**config.mk**
```make
export PLATFORM = sky130hd
export DESIGN_NAME = intf_rr_mux_flat
export DESIGN_NICKNAME = d
export VERILOG_FILES = /design/src/rtl/intf_rr_mux_pkg.sv /design/src/rtl/intf_rr_mux_if.sv /design/src/rtl/intf_rr_mux_rr_pick.sv /design/src/rtl/intf_rr_mux.sv /design/src/flat_wrapper.sv
export SDC_FILE = /design/constraint.sdc
export NUM_CORES = 1
export LEC_CHECK = 0
export ABC_AREA = 1
export ABC_CLOCK_PERIOD_IN_PS = 1800
export BUFFER_PORTS_ARGS = -buffer_cell sky130_fd_sc_hd__buf_2
export CORE_MARGIN = 5
export CORE_UTILIZATION = 45
export CTS_CLUSTER_SIZE = 24
export DETAILED_ROUTE_END_ITERATION = 10
export PLACE_DENSITY = 0.76
export SYNTH_ARGS = -nofsm -noshare
export SYNTH_HDL_FRONTEND = slang
export SYNTH_SLANG_ARGS = --single-unit
```
**constraint.sdc**
```tcl
create_clock -name clk -period 1.8 [get_ports clk]
set_input_delay 0.18 -clock clk [delete_from_list [all_inputs] [get_ports clk]]
set_output_delay 0.18 -clock clk [all_outputs]
set_load 0.005 [all_outputs]
```
**src/rtl/intf_rr_mux_pkg.sv**
```systemverilog
// Shared constants and helpers for the round-robin channel multiplexer.
package intf_rr_pkg;

  localparam int DEF_NCHAN = 4;
  localparam int DEF_WIDTH = 8;
  localparam int DEF_CNTW  = 16;

  // Channel-index width: a single channel still needs one bit so out_chan exists.
  function automatic int chw_of(input int nchan);
    return (nchan <= 1) ? 1 : $clog2(nchan);
  endfunction

endpackage

```
**src/rtl/intf_rr_mux_if.sv**
```systemverilog
// Upstream channel bundle plus downstream valid/ready port of the multiplexer.
interface intf_rr_mux_if
  import intf_rr_pkg::*;
#(
  parameter int NCHAN = DEF_NCHAN,
  parameter int WIDTH = DEF_WIDTH
);

  localparam int CHW = chw_of(NCHAN);

  logic [NCHAN-1:0]       chan_enable;
  logic [NCHAN-1:0]       in_valid;
  logic [NCHAN*WIDTH-1:0] in_data;
  logic [NCHAN-1:0]       in_ready;
  logic                   out_valid;
  logic                   out_ready;
  logic [WIDTH-1:0]       out_data;
  logic [CHW-1:0]         out_chan;

  // The multiplexer side.
  modport slave (
    input  chan_enable, in_valid, in_data, out_ready,
    output in_ready, out_valid, out_data, out_chan
  );

  // The environment side: drives channels and consumes the output.
  modport master (
    output chan_enable, in_valid, in_data, out_ready,
    input  in_ready, out_valid, out_data, out_chan
  );

endinterface

```
**src/rtl/intf_rr_mux_rr_pick.sv**
```systemverilog
// Combinational round-robin priority encoder: the first requester strictly
// after 'last' wins, wrapping around to the lowest indices.
module rr_pick
  import intf_rr_pkg::*;
#(
  parameter int NCHAN = DEF_NCHAN,
  localparam int CHW = chw_of(NCHAN)
) (
  input  logic [NCHAN-1:0] req,
  input  logic [CHW-1:0]   last,
  output logic [NCHAN-1:0] grant,
  output logic [CHW-1:0]   index,
  output logic             any
);

  logic found;

  // Two passes: channels above the last winner first, then the wrapped-around lower half.
  always_comb begin
    grant = '0;
    index = '0;
    found = 1'b0;
    for (int i = 0; i < NCHAN; i++) begin
      if (!found && req[i] && (i > int'(last))) begin
        found    = 1'b1;
        grant[i] = 1'b1;
        index    = CHW'(i);
      end
    end
    for (int i = 0; i < NCHAN; i++) begin
      if (!found && req[i] && (i <= int'(last))) begin
        found    = 1'b1;
        grant[i] = 1'b1;
        index    = CHW'(i);
      end
    end
  end

  assign any = |req;

endmodule

```
**src/rtl/intf_rr_mux.sv**
```systemverilog
// Round-robin N:1 multiplexer feeding a single registered valid/ready stage,
// with a count of completed output transfers.
module intf_rr_mux
  import intf_rr_pkg::*;
#(
  parameter int NCHAN = DEF_NCHAN,
  parameter int WIDTH = DEF_WIDTH,
  parameter int CNTW  = DEF_CNTW,
  localparam int CHW  = chw_of(NCHAN)
) (
  input  logic            clk,
  input  logic            reset,
  intf_rr_mux_if.slave    bus,
  output logic [CNTW-1:0] xfer_count
);

  logic [NCHAN-1:0] eligible;
  logic [NCHAN-1:0] grant;
  logic [CHW-1:0]   index;
  logic             any;
  logic             load;
  logic [WIDTH-1:0] sel_data;

  logic             valid_q;
  logic [WIDTH-1:0] data_q;
  logic [CHW-1:0]   chan_q;
  logic [CHW-1:0]   last_grant;
  logic [CNTW-1:0]  count_q;

  // A disabled channel drops out of arbitration in the same cycle.
  assign eligible = bus.in_valid & bus.chan_enable;

  rr_pick #(
    .NCHAN (NCHAN)
  ) u_pick (
    .req   (eligible),
    .last  (last_grant),
    .grant (grant),
    .index (index),
    .any   (any)
  );

  // Accept only when the output register is empty or draining; never during reset.
  assign load         = !reset && (!valid_q || bus.out_ready) && any;
  assign bus.in_ready = load ? grant : '0;

  // Steer the granted channel's payload toward the output register.
  always_comb begin
    sel_data = '0;
    for (int i = 0; i < NCHAN; i++) begin
      if (grant[i]) begin
        sel_data = bus.in_data[i*WIDTH +: WIDTH];
      end
    end
  end

  // Output register, arbitration pointer and transfer counter.
  always_ff @(posedge clk) begin
    if (reset) begin
      valid_q    <= 1'b0;
      data_q     <= '0;
      chan_q     <= '0;
      count_q    <= '0;
      last_grant <= CHW'(NCHAN - 1);
    end else begin
      if (valid_q && bus.out_ready) begin
        count_q <= count_q + CNTW'(1);
      end
      if (load) begin
        valid_q    <= 1'b1;
        data_q     <= sel_data;
        chan_q     <= index;
        last_grant <= index;
      end else if (bus.out_ready) begin
        valid_q <= 1'b0;
      end
    end
  end

  assign bus.out_valid = valid_q;
  assign bus.out_data  = data_q;
  assign bus.out_chan  = chan_q;
  assign xfer_count    = count_q;

endmodule
```
**src/flat_wrapper.sv**
```systemverilog
// flat-port wrapper written by rule: the top's interface ports become plain ports
module intf_rr_mux_flat import intf_rr_pkg::*;
#(
  parameter int NCHAN = DEF_NCHAN,
  parameter int WIDTH = DEF_WIDTH,
  parameter int CNTW  = DEF_CNTW,
  localparam int CHW  = chw_of(NCHAN)
)
  (clk, reset, xfer_count, bus_chan_enable, bus_in_valid, bus_in_data, bus_out_ready, bus_in_ready, bus_out_valid, bus_out_data, bus_out_chan);
  intf_rr_mux_if #(.NCHAN(NCHAN), .WIDTH(WIDTH)) bus_i ();
  input  logic clk;
  input  logic reset;
  output logic [CNTW-1:0] xfer_count;
  input wire logic [$bits(bus_i.chan_enable)-1:0] bus_chan_enable;
  input wire logic [$bits(bus_i.in_valid)-1:0] bus_in_valid;
  input wire logic [$bits(bus_i.in_data)-1:0] bus_in_data;
  input wire logic [$bits(bus_i.out_ready)-1:0] bus_out_ready;
  output wire logic [$bits(bus_i.in_ready)-1:0] bus_in_ready;
  output wire logic [$bits(bus_i.out_valid)-1:0] bus_out_valid;
  output wire logic [$bits(bus_i.out_data)-1:0] bus_out_data;
  output wire logic [$bits(bus_i.out_chan)-1:0] bus_out_chan;
  assign bus_i.chan_enable = bus_chan_enable;
  assign bus_i.in_valid = bus_in_valid;
  assign bus_i.in_data = bus_in_data;
  assign bus_i.out_ready = bus_out_ready;
  assign bus_in_ready = bus_i.in_ready;
  assign bus_out_valid = bus_i.out_valid;
  assign bus_out_data = bus_i.out_data;
  assign bus_out_chan = bus_i.out_chan;
  intf_rr_mux #(.NCHAN(NCHAN), .WIDTH(WIDTH), .CNTW(CNTW)) u_core (.clk(clk), .reset(reset), .bus(bus_i), .xfer_count(xfer_count));
endmodule
```
== After elaboration in Yosys (flattened, before gate mapping) ==
Index checks and enable logic that the tools add are counted.

* Bits in registers: 29
* Logic and storage cells: 65

* Add/subtract/negate cells: 1
* Magnitude comparators: 6
* Muxes and demuxes: 26
* Bitwise gates (word level): 1
* Reduce and logical (&&, ||, !) cells: 26

{| class="wikitable"
|+ Operators with widths
! operator !! number
|-
| $mux W8 || 4
|-
| $add A16 B1 Y16 const B || 1
|-
| $logic_and A1 B1 Y1 || 15
|-
| $mux W1 || 15
|-
| $mux W2 || 6
|-
| $logic_not A1 Y1 || 8
|-
| $and A4 B4 Y4 || 1
|-
| $gt A2 B2 Y1 const A || 2
|-
| $le A2 B2 Y1 const A || 2
|-
| $mux W4 || 1
|-
| $reduce_or A4 Y1 || 1
|-
| $gt A1 B2 Y1 const A || 1
|-
| $le A1 B2 Y1 const A || 1
|-
| $reduce_bool A2 Y1 || 1
|-
| $logic_or A1 B1 Y1 || 1
|}

== Logic depth before layout (Yosys ltp) ==
Gate-level depths: netlist of run 1.

* Depth in word-level cells: 27
* Gate-level depth with buffers: 12
* Gate-level depth less buffers: 12

== Hierarchy ==
Synthesis of run 1 repeated with hierarchy kept, for this count alone.

* Cells, all modules: 280
* Area, all modules: 1756.7 sq um

{| class="wikitable"
|+ Modules (own cells, without submodules)
! module !! times used !! cells each !! area an instance (sq um) !! seq. area each (sq um)
|-
| intf_rr_mux || 1 || 247 || 1592.8 || 580.6
|-
| rr_pick || 1 || 33 || 163.9 || 0.0
|}

== Least setup slack after synthesis of run 1 ==
Ideal clock, no wire load.

* Path kind: register to register
* From: register u_core.count_q[0] (netlist: u_core.xfer_count[0])
* To: register u_core.count_q[14] (netlist: u_core.xfer_count[14])
* Setup time: 128 ps
* Arrival time: 1301 ps
* Data required time: 1672 ps
* Setup slack: 371 ps
* Stages on the path, launching flop included: 11
* Path buffers: 0
* Path through: dfxtp_1 ha_1 nand2_1 inv_1 nand3_1 inv_2 nand4_1 nor2_2 nand3_1 xor2_1 nor2_1

* Word-level cells in the longest chain between the ends: 1

{| class="wikitable"
|+ Ends and longest elaborated chain
! item !! RTL line !! text
|-
| from (decl) || intf_rr_mux.sv:28 || <nowiki>logic [CNTW-1:0] count_q;</nowiki>
|-
| from (signal assigned) || intf_rr_mux.sv:67 || <nowiki>count_q <= count_q + CNTW'(1);</nowiki>
|-
| $add A16 B1 Y16 || intf_rr_mux.sv:67 ||
|}

Every way passes these cells.
A chain may end at the register's enable or synchronous reset.

== Worst setup path after layout of run 1 ==
* From: register u_core.last_grant[0]
* To: output bus_in_ready[3]

* Word-level cells in the longest chain between the ends: 27

{| class="wikitable"
|+ Ends and longest elaborated chain
! item !! RTL line !! text
|-
| from (decl) || intf_rr_mux.sv:27 || <nowiki>logic [CHW-1:0] last_grant;</nowiki>
|-
| from (signal assigned) || intf_rr_mux.sv:64 || <nowiki>last_grant <= CHW'(NCHAN - 1);</nowiki>
|-
| from (signal assigned) || intf_rr_mux.sv:73 || <nowiki>last_grant <= index;</nowiki>
|-
| $gt A1 B2 Y1 || intf_rr_mux_rr_pick.sv:24 || <nowiki>if (!found && req[i] && (i > int'(last))) begin</nowiki>
|-
| $logic_and A1 B1 Y1 || intf_rr_mux_rr_pick.sv:24 ||
|-
| $mux W1 || intf_rr_mux_rr_pick.sv:24 ||
|-
| $logic_not A1 Y1 || intf_rr_mux_rr_pick.sv:24 ||
|-
| $logic_and A1 B1 Y1 (2 in series) || intf_rr_mux_rr_pick.sv:24 ||
|-
| $mux W1 || intf_rr_mux_rr_pick.sv:24 ||
|-
| $logic_not A1 Y1 || intf_rr_mux_rr_pick.sv:24 ||
|-
| $logic_and A1 B1 Y1 (2 in series) || intf_rr_mux_rr_pick.sv:24 ||
|-
| [... 7 more ...] || - ||
|-
| $mux W1 || intf_rr_mux_rr_pick.sv:31 || <nowiki>if (!found && req[i] && (i <= int'(last))) begin</nowiki>
|-
| $logic_not A1 Y1 || intf_rr_mux_rr_pick.sv:31 ||
|-
| $logic_and A1 B1 Y1 (2 in series) || intf_rr_mux_rr_pick.sv:31 ||
|-
| $mux W1 || intf_rr_mux_rr_pick.sv:31 ||
|-
| $logic_not A1 Y1 || intf_rr_mux_rr_pick.sv:31 ||
|-
| $logic_and A1 B1 Y1 (2 in series) || intf_rr_mux_rr_pick.sv:31 ||
|-
| $mux W1 (*) || intf_rr_mux_rr_pick.sv:31 ||
|-
| $mux W4 (*) || intf_rr_mux.sv:45 || <nowiki>assign bus.in_ready = load ? grant : '0;</nowiki>
|-
| to (decl) || flat_wrapper.sv:18 || <nowiki>output wire logic [$bits(bus_i.in_ready)-1:0] bus_in_ready;</nowiki>
|}

Mark *: on every way between the ends. The rest lies on a longest branch, timed or not.

==> results of run 1 <==
==> sequential cells by signal, summed over array words and instances, names as in the netlist <==
register              flops
u_core.bus.out_valid      1
u_core.xfer_count        16
u_core.last_grant         2
u_core.bus.out_chan       2
u_core.bus.out_data       8
==> synthesized netlist by cell type <==
| library cell | n |
|---|---|
| sky130_fd_sc_hd__o21a_1 | 2 |
| sky130_fd_sc_hd__nand2_4 | 4 |
| sky130_fd_sc_hd__a21oi_2 | 2 |
| sky130_fd_sc_hd__clkinv_1 | 1 |
| sky130_fd_sc_hd__xor2_1 | 1 |
| sky130_fd_sc_hd__nor2_8 | 1 |
| sky130_fd_sc_hd__and3_1 | 1 |
| sky130_fd_sc_hd__inv_2 | 5 |
| sky130_fd_sc_hd__ha_1 | 1 |
| sky130_fd_sc_hd__nand2_2 | 5 |
| sky130_fd_sc_hd__nand3_4 | 1 |
| sky130_fd_sc_hd__nand4_4 | 1 |
| sky130_fd_sc_hd__buf_2 | 3 |
| sky130_fd_sc_hd__nor2_2 | 4 |
| sky130_fd_sc_hd__clkbuf_8 | 1 |
| sky130_fd_sc_hd__a31oi_1 | 1 |
| sky130_fd_sc_hd__inv_1 | 27 |
| sky130_fd_sc_hd__o21ai_1 | 1 |
| sky130_fd_sc_hd__o21ai_0 | 11 |
| sky130_fd_sc_hd__clkbuf_1 | 2 |
| sky130_fd_sc_hd__nand3_1 | 29 |
| sky130_fd_sc_hd__nand2_1 | 63 |
| sky130_fd_sc_hd__nor3b_1 | 1 |
| sky130_fd_sc_hd__nand4_1 | 5 |
| sky130_fd_sc_hd__dfxtp_1 | 29 |
| sky130_fd_sc_hd__nand3_2 | 4 |
| sky130_fd_sc_hd__nor3_1 | 3 |
| sky130_fd_sc_hd__nor2_1 | 26 |
| sky130_fd_sc_hd__nor3_2 | 1 |
| sky130_fd_sc_hd__a21oi_1 | 22 |
==> final timing paths <==
| kind | start | end | slack (ns) | cells after the start |
|---|---|---|---|---|
| worst max-delay path | u_core.last_grant[0] | bus_in_ready[3] | 0.09 | 6 |
| worst min-delay path | bus_in_data[24] | u_core.bus.out_data[0] | 0.24 | 5 |
| worst max register to register | u_core.xfer_count[0] | u_core.xfer_count[14] | 0.23 | 10 |
| worst min register to register | u_core.bus.out_chan[1] | u_core.bus.out_chan[1] | 0.47 | 2 |
==> final cells by class <==
type                       count  area (µm²)
fill                         360        1380
multi-input combinational    190         983
sequential                    29         582
timing repair buffer          83         440
inverter                      33         124
clock buffer                   7        86.3
tap                           48        60.1
clock inverter                 1        30.0
==> metal layers <==
metal	up-vias	share of wire, %	GRT usage (%)
met3	4	5.1	3.79
met2	51	49	28.0
li1	1002	-	-
met4	0	0.69	4.38
met5	-	0	0
met1	845	46	20.4
==> power by group through the flow <==
stage	Sequential [mW]	Clock, mW	Combinational [mW]
floorplan	0.708	0	0.225
global placement	0.707	0	0.341
detailed placement	0.708	0	0.343
CTS	0.694	0.706	0.352
global route	0.698	0.734	0.412
finish	0.695	0.693	0.366
==> per-stage QoR <==
stage	hold slack [ns]	setup WS, ns
after floorplan	0.383	0.371
after global placement	0.452	0.134
after detailed placement	0.456	0.136
after CTS	0.233	0.0166
after global routing	0.267	0.0177
final	0.235	0.0899
==> worst max-delay path: stages, from the launching register on <==
cell	delay, ns
sky130_fd_sc_hd__dfxtp_1	0.35
sky130_fd_sc_hd__nor2_1	0.08
sky130_fd_sc_hd__nand2_4	0.09
sky130_fd_sc_hd__buf_4	0.20
sky130_fd_sc_hd__nand3_1	0.20
sky130_fd_sc_hd__a21oi_2	0.21
sky130_fd_sc_hd__buf_2	0.14
==> what timing repair did <==
action | in CTS | in global routing
pin swaps | 3 | 2
buffers inserted | 2 | 4
gates resized for setup | 0 | 2
endpoints found under the setup margin | 2 | 2
==> cell families (layout without fill, tap and decap cells) <==
logic type      after synthesis  after routing  synth area share (%)
xor+xnor                      1              1                 0.509
compound gates               39             39                  12.1
fa+ha+maj                     1              1                 0.727
buf+inv                      39            124                  9.31
simple gates                149            149                  43.6
flops                        29             29                  33.7
==> impl_metrics.tcl, run 1 <==
set metrics [dict create \
    grt_overflow_total 0 \
    clkTransAtPathRegs_ns 0.06 \
    drt-total-wl_um 4490 \
    syn_avg_cell_area_um2 6.67 \
    run_status "finished clean" \
    peak_vdd_ir_v 0.000563 \
    largest_net_degree_at_the_start_of_global_routing 19 \
    worst_slew_pin_slew_ns 0.275 \
    fin_total_pwr_mw 1.75 \
    yosysSeqAreaShare_pct 33.7 \
    clkLatencyLatePin_ns 0.27 \
    dp.cells 377 \
    ys_seq_elements 29 \
    areaGrowthSynthToFinish_pct 34.0 \
    critPathKind "reg2out" \
    synth_warnings 0 \
    p_leak_nw 1.20 \
    detailroute.via_count 1902 \
    grt_pass1_wl_um 6870 \
    switching_power_uw 472 \
    chipWidth_um 71.8 \
    clock_net_sink_count 29 \
    detailed_routing_iteration_count_for_the_pre_antenna_repair_pass 4 \
    gpl.final_weighted_congestion 0.801 \
    route.detailed.wl_per_inst_um 11.5 \
    crit_path_end_kind "output pin" \
    synthCells 258 \
    power.share.combinational_pct 20.9 \
    min-delay-path-class "in2reg" \
    maxSlewViolCount 0 \
    fp.coreArea_mm2 0.00369 \
    remaining_drc_errors 0 \
    number_of_clock_buffers_inserted_by_tritoncts 5 \
    intPower_mw 1.28 \
    post-dp-hpwl_um 3430 \
    site_row_count 22 \
    htree_num_levels 2 \
    worst_slew_margin_rel_pct 81.7 \
    post_route_cells_drive_above_1_share_pct 35.0 \
    worst-path-max-fanout 11 \
    yosys.cell_types.count 30 \
    finalSetupViolations 0 \
    antenna_violations_before_repair 0 \
    most_common_cell_after_layout_fill_and_taps_aside "sky130_fd_sc_hd__buf_2" \
    antenna_cells 0 \
    global_route.usage.total_pct 16.3 \
    commonest_non_fill_non_tap_cells_in_the_layout "sky130_fd_sc_hd__buf_2 (73), sky130_fd_sc_hd__nand2_1 (63), sky130_fd_sc_hd__nand3_1 (29)" \
    stdcell_count 391 \
    maxCapViolations 0 \
    stdcell_area_mm2 0.00231 \
    worstSetupStartpointType "register" \
    cts_root_buf "sky130_fd_sc_hd__clkbuf_8" \
    seq_power_share_pct 39.6 \
    swShare_pct 26.9 \
    timing_hold_violations_final 0 \
    worstPathArrival_ns 1.53 \
    synth.cell_area_mm2 0.00172 \
    antenna_viol_nets_final 0 \
    layout_min_cycle_time_ns 1.71 \
    io_pins 74 \
    grt_setup_unrepaired "false" \
    clock_power_share_pct 39.5 \
    floorplan_die_area_mm2 0.00516 \
    final_core_utilization_pct 62.5 \
    synthTopCellsByArea "sky130_fd_sc_hd__dfxtp_1 (34%), sky130_fd_sc_hd__nand2_1 (14%), sky130_fd_sc_hd__nand3_1 (8.4%)" \
    setup_total_negative_slack_ns 0 \
    placedInstanceArea_mm2 0.00214 \
    via_per_inst 4.86 \
    cp_data_required_time_ns 1.62 \
    synth_top_area_cell "sky130_fd_sc_hd__dfxtp_1" \
    finalClockSkew_ns 0.00523 \
    first_global_vias 1630 \
    powerDensity_mw_per_mm2 761 \
    synth_top_area_share_pct 33.7 \
    synth.net_count 302 \
    tritoncts "built" \
    initial_cell_density_of_the_core_pct 46.6 \
    max_frequency_mhz 585 \
    hold_buffers 0 \
    chipHeight_um 71.8 \
    buffer_ports.inserted 73 \
    portion_of_the_clock_cycle_consumed_by_the_worst_path_in_the_final_layout_pct 95.0 \
    fin_nets 386 \
    clk_path_buf_depth 2 \
    detail_route.iter0.violations 66 \
]
No activity file was read; power rests on OpenSTA's default activity.
==> inputs of run 2 (changes only) <==
--- a/config.mk
+++ b/config.mk
@@ -13,5 +13,5 @@
 export CTS_CLUSTER_SIZE = 24
 export DETAILED_ROUTE_END_ITERATION = 10
-export PLACE_DENSITY = 0.76
+export PLACE_DENSITY_LB_ADDON = 0.2
 export SYNTH_ARGS = -nofsm -noshare
 export SYNTH_HDL_FRONTEND = slang
==> constraint.sdc (replaced) <==
create_clock -name clk -period 1.8 [get_ports clk]
set_input_delay 0 -clock clk [delete_from_list [all_inputs] [get_ports clk]]
set_output_delay 0 -clock clk [all_outputs]
set_load 0.005 [all_outputs]
==> impl_metrics.tcl, run 2 (same netlist as run 1, synthesis figures left out) <==
set metrics [dict create \
    clkTransAtPathRegs_ns 0.06 \
    grt_pass1_wl_um 7230 \
    finalClockSkew_ns 0.00568 \
    crit_path_start "u_core.last_grant[1]" \
    cp_data_required_time_ns 1.80 \
    global_route.usage.total_pct 17.4 \
    cp-endpoint "bus_in_ready[1]" \
    holdCritStartpoint "bus_in_data[30]" \
    critPathKind "reg2out" \
    min-delay-path-class "in2reg" \
    seq_power_share_pct 45.0 \
    fillCellCount 391 \
    most_common_cell_after_layout_fill_and_taps_aside "sky130_fd_sc_hd__buf_2" \
    crit_path_end_kind "output pin" \
    antenna_violations_before_repair 0 \
    route.detailed.wl_per_inst_um 11.2 \
    post-dp-hpwl_um 3380 \
    power.share.combinational_pct 22.3 \
    chipWidth_um 71.8 \
    commonest_non_fill_non_tap_cells_in_the_layout "sky130_fd_sc_hd__buf_2 (73), sky130_fd_sc_hd__nand2_1 (63), sky130_fd_sc_hd__nand3_1 (29), sky130_fd_sc_hd__dfxtp_1 (29), sky130_fd_sc_hd__inv_1 (27)" \
    worst_slew_pin_slew_ns 0.347 \
    fin_nets 380 \
    grt_overflow_total 0 \
    powerDensity_mw_per_mm2 693 \
    grt_setup_unrepaired "false" \
    crit_path_frequent_cell "sky130_fd_sc_hd__nand2_4" \
    max_frequency_mhz 606 \
    reg2reg_depth 10 \
    clkLatencyLatePin_ns 0.28 \
    hold_slack_ns 0.0419 \
    antenna_cells 0 \
    detail_route.iter0.violations 123 \
    gpl.final_weighted_congestion 0.836 \
    hold_buffers 0 \
    remaining_drc_errors 0 \
    swShare_pct 29.8 \
    detailed_routing_iteration_count_for_the_pre_antenna_repair_pass 4 \
    htree_num_levels 2 \
    reg2reg_setup_slack_ns 0.24 \
    largest_register_ff_count 16 \
    number_of_clock_buffers_inserted_by_tritoncts 5 \
    worst-path-max-fanout 10 \
    cts_root_buf "sky130_fd_sc_hd__clkbuf_8" \
    via_per_inst 4.82 \
    worstSetupStartpointType "register" \
    detailroute.via_count 1857 \
    site_row_count 22 \
    initial_cell_density_of_the_core_pct 46.6 \
    timing.critical_path.slowest_cell_delay_ns 0.35 \
    antenna_viol_nets_final 0 \
    fin_total_pwr_mw 1.54 \
    portion_of_the_clock_cycle_consumed_by_the_worst_path_in_the_final_layout_pct 91.7 \
    maxCapViolations 0 \
    layout_min_cycle_time_ns 1.65 \
    p_leak_nw 1.16 \
    critical_path.cell_chain "inv_1, nand3_2, nand2_4, nor2_8, nand3_4, nand2_4, inv_2, nor2_1, buf_2" \
    io_pins 74 \
    worstPathArrival_ns 1.65 \
    areaGrowthSynthToFinish_pct 29.2 \
    final_core_utilization_pct 60.2 \
    timing_hold_violations_final 0 \
    post_route_cells_drive_above_1_share_pct 33.2 \
    worst_r2r_endpoint "u_core.xfer_count[14]" \
    worst_slew_margin_rel_pct 76.9 \
    intPower_mw 1.08 \
    setup_total_negative_slack_ns 0 \
    largest_net_degree_at_the_start_of_global_routing 26 \
    run_status "finished clean" \
    first_global_vias 1725 \
    drt-total-wl_um 4330 \
    clk_path_buf_depth 2 \
    fp.coreArea_mm2 0.00369 \
    floorplan_die_area_mm2 0.00516 \
    regToRegStartpoint "u_core.xfer_count[0]" \
    maxSlewViolCount 0 \
    buffer_ports.inserted 73 \
    placedInstanceArea_mm2 0.00212 \
    chipHeight_um 71.8 \
    switching_power_uw 459 \
    clock_net_sink_count 29 \
    peak_vdd_ir_v 0.000474 \
    timing.critical_path.slowest_stage_cell "sky130_fd_sc_hd__dfxtp_1" \
    clock_power_share_pct 32.8 \
    tritoncts "built" \
    finalSetupViolations 0 \
    stdcell_area_mm2 0.00222 \
]
[run 2: worst max-delay path, delay by kind of cell, from the launching register on]
family                 cells  cell delay (ns)
DFF                        1             0.35
and+or+nand+nor            6             0.77
buffers and inverters      3             0.27
[run 2: power groups by stage]
stage	Combinational (mW)	Clock, mW	Sequential (mW)
detailed placement	0.342	0	0.707
global route	0.391	0.552	0.697
CTS	0.343	0.524	0.693
finish	0.343	0.505	0.693
floorplan	0.225	0	0.708
global placement	0.339	0	0.706
[run 2: how the worst min path moves through the flow]
stage                                   to  slack, ns  cells past startpoint
floorplan                  bus_in_ready[0]       0.20                      2
global placement    u_core.bus.out_data[6]       0.33                      5
detailed placement  u_core.bus.out_data[6]       0.33                      5
CTS                 u_core.bus.out_data[6]       0.04                      5
global route          u_core.bus.out_valid       0.07                      4
finish              u_core.bus.out_data[6]       0.04                      5
[run 2: through the flow]
step                setup WS, ns  std cells
floorplan                  0.371        258
global placement           0.228        375
detailed placement         0.184        375
CTS                       0.0749        383
global route            0.000701        385
finish                     0.149        385
[run 2: layout make-up]
cell class	instances	area [µm²]	share of cell area [%]
clock buffer	6	72.6	3.27
clock inverter	2	10.0	0.450
inverter	33	124	5.57
multi-input combinational	190	980	44.1
sequential	29	581	26.1
tap	48	60.1	2.70
timing repair buffer	77	395	17.8
[run 2: what timing repair did]
item	4_1_cts	5_1_grt
gates resized for setup	0	0
endpoints found under the setup margin	0	6
setup buffers	0	2
[run 2: metal layers]
metal	vias to the layer above	wire (µm)	track usage, %
met5	-	0	0
li1	991	-	-
met4	0	41	4.80
met1	820	1880	21.2
met3	5	298	6.31
met2	41	2110	28.7
==> inputs of run 3 (changes only) <==
- SLEW_MARGIN: unset -> 10
- SYNTH_HIERARCHICAL: unset -> 1
==> impl_metrics.tcl, run 3 <==
set metrics [dict create \
    timing_hold_violations_final 0 \
    setup_total_negative_slack_ns 0 \
    synth_warnings 6 \
    netlist_top_cells_count "sky130_fd_sc_hd__nand2_1 (76), sky130_fd_sc_hd__nor2_1 (42), sky130_fd_sc_hd__inv_1 (36)" \
    worst_slew_margin_rel_pct 70.9 \
    fin_total_pwr_mw 1.54 \
    hold_path_end "u_core/bus.out_data[6]" \
    worst_r2r_endpoint "u_core/bus.out_data[6]" \
    powerDensity_mw_per_mm2 669 \
    chipHeight_um 72.5 \
    holdCritStartpoint "bus_in_data[30]" \
    first_global_vias 1737 \
    synth.cell_area_mm2 0.00176 \
    io_pins 74 \
    worst-path-max-fanout 8 \
    peak_vdd_ir_v 0.000275 \
    ys_seq_elements 29 \
    clkTransAtPathRegs_ns 0.06 \
    yosysSeqAreaShare_pct 33.0 \
    run_status "finished clean" \
    synth_top_area_share_pct 33.0 \
    worstPathArrival_ns 1.67 \
    crit_path_end_kind "output pin" \
    portion_of_the_clock_cycle_consumed_by_the_worst_path_in_the_final_layout_pct 92.7 \
    floorplan_die_area_mm2 0.00525 \
    post-dp-hpwl_um 3470 \
    maxSlewViolCount 0 \
    grt_overflow_total 0 \
    layout_setup_ws_ns 0.131 \
    detailed_routing_iteration_count_for_the_pre_antenna_repair_pass 4 \
    chipWidth_um 72.5 \
    site_row_count 22 \
    antenna_violations_before_repair 0 \
    synth_top_area_cell "sky130_fd_sc_hd__dfxtp_1" \
    stdcell_count 408 \
    finalSetupViolations 0 \
    worstSetupStartpointType "register" \
    clk_path_buf_depth 2 \
    synthFlopType "sky130_fd_sc_hd__dfxtp_1" \
    crit_path_start "u_core/last_grant[1]" \
    number_of_clock_buffers_inserted_by_tritoncts 5 \
    stdcell_area_mm2 0.00231 \
    post_route_cells_drive_above_1_share_pct 32.8 \
    min-delay-path-class "in2reg" \
    synth_enable_flop_cells 0 \
    hold_slack_ns 0.0197 \
    tritoncts "built" \
    critPathKind "reg2out" \
    detailroute.via_count 1945 \
    cp_data_required_time_ns 1.80 \
    detail_route.iter0.violations 99 \
    post-place-ws_ns 0.0930 \
    synth.net_count 324 \
    initial_cell_density_of_the_core_pct 47.3 \
    reg2reg_setup_slack_ns 0.16 \
    remaining_drc_errors 0 \
    hold_buffers 0 \
    syn_avg_cell_area_um2 6.27 \
    maxCapViolations 0 \
    grt_pass1_wl_um 7160 \
    final_core_utilization_pct 62.1 \
    placedInstanceArea_mm2 0.00217 \
    fillCellCount 388 \
    largest_net_degree_at_the_start_of_global_routing 18 \
    synthArstFlopShare_pct 0 \
    top_count_cell_post_synth "sky130_fd_sc_hd__nand2_1" \
    global_route.usage.total_pct 17.1 \
    yosys.cell_types.count 28 \
    areaGrowthSynthToFinish_pct 31.4 \
    antenna_cells 0 \
    synthCells 280 \
    hold_depth 5 \
    drt-total-wl_um 4560 \
    finalClockSkew_ns 0.00695 \
    antenna_viol_nets_final 0 \
    synthTopCellsByArea "sky130_fd_sc_hd__dfxtp_1 (33%), sky130_fd_sc_hd__nand2_1 (16%), sky130_fd_sc_hd__nor2_1 (9.0%)" \
    buffer_ports.inserted 73 \
    fin_nets 404 \
    most_common_cell_after_layout_fill_and_taps_aside "sky130_fd_sc_hd__nand2_1" \
    fp.coreArea_mm2 0.00372 \
    cts_root_buf "sky130_fd_sc_hd__clkbuf_8" \
    regToRegStartpoint "u_core/last_grant[1]" \
    route.detailed.wl_per_inst_um 11.2 \
    clkLatencyLatePin_ns 0.28 \
    clock_net_sink_count 29 \
    worst_slew_pin_slew_ns 0.436 \
    via_per_inst 4.77 \
    dp.cells 398 \
    htree_num_levels 2 \
    p_leak_nw 1.22 \
    largest_register_ff_count 16 \
    layout_min_cycle_time_ns 1.67 \
    gpl.final_weighted_congestion 0.970 \
    max_frequency_mhz 599 \
    reg2reg_depth 11 \
    commonest_non_fill_non_tap_cells_in_the_layout "sky130_fd_sc_hd__nand2_1 (74), sky130_fd_sc_hd__buf_2 (73), sky130_fd_sc_hd__nor2_1 (41)" \
]
## run 3: changes by cell type after synthesis, moves of 3 or more
cell and delta:
sky130_fd_sc_hd__nand3_1 -17, sky130_fd_sc_hd__nor2_1 +16, sky130_fd_sc_hd__nand2_1 +13, sky130_fd_sc_hd__inv_1 +9, sky130_fd_sc_hd__nor2_4 +5, sky130_fd_sc_hd__nand2_4 -4
sky130_fd_sc_hd__o21ai_1 +3
## run 3: layout make-up
| cell class | instances | area, µm² | area share [%] |
|---|---|---|---|
| sequential | 29 | 583 | 25.3 |
| tap | 48 | 60.1 | 2.60 |
| timing repair buffer | 78 | 407 | 17.6 |
| clock buffer | 7 | 86.3 | 3.74 |
| multi-input combinational | 205 | 1020 | 44.1 |
| inverter | 41 | 155 | 6.72 |
## run 3: cells by family after synthesis
| kind of cell | share of synthesized area (%) |
|---|---|
| flip-flops | 33.0 |
| AND/OR/NAND/NOR | 43.1 |
| adder cells (fa/ha/maj) | 0.712 |
| buffers and inverters | 10.2 |
| AO/OA/AOI/OAI | 13.0 |
## run 3: worst max-delay path, stage by stage (launching register included)
cell and delay (ns):
sky130_fd_sc_hd__dfxtp_2 0.36, sky130_fd_sc_hd__nand2_2 0.09, sky130_fd_sc_hd__nand2_2 0.11, sky130_fd_sc_hd__nand3_2 0.09, sky130_fd_sc_hd__nor2_1 0.11, sky130_fd_sc_hd__nand4_1 0.13
sky130_fd_sc_hd__nand2_2 0.11, sky130_fd_sc_hd__inv_1 0.08, sky130_fd_sc_hd__nor2_4 0.17, sky130_fd_sc_hd__buf_2 0.15
## run 3: power by group
group | total [mW] | switching [mW] | leakage (nW) | internal, mW
Clock | 0.535 | 0.232 | 0.0443 | 0.303
Sequential | 0.694 | 0.0217 | 0.235 | 0.672
Combinational | 0.315 | 0.183 | 0.939 | 0.132
## run 3: worst max-delay path by stage
stage / end / slack (ns) / depth (start not counted)
after global placement: u_core/bus.out_data[2] / 0.13 / 11
after global routing: u_core/bus.out_data[2] / -0.02 / 13
after CTS: bus_in_ready[3] / 0.08 / 9
after detailed placement: u_core/bus.out_data[3] / 0.09 / 11
final: bus_in_ready[3] / 0.13 / 9
after floorplan: u_core/bus.out_data[0] / 0.26 / 12
## run 3: metal layers
layer | wire (µm) | share of wire (%) | vias to the layer above | GRT usage, %
met4 | 85 | 1.9 | 0 | 7.99
met5 | 0 | 0 | - | 0
met2 | 2030 | 44 | 69 | 27.7
met1 | 2040 | 45 | 824 | 20.5
li1 | - | - | 1043 | -
met3 | 409 | 9.0 | 9 | 5.26
## run 3: what timing repair did
item / in CTS / in global routing
buffers inserted: 0 / 2
gates resized for setup: 0 / 10
endpoints found under the setup margin: 0 / 10
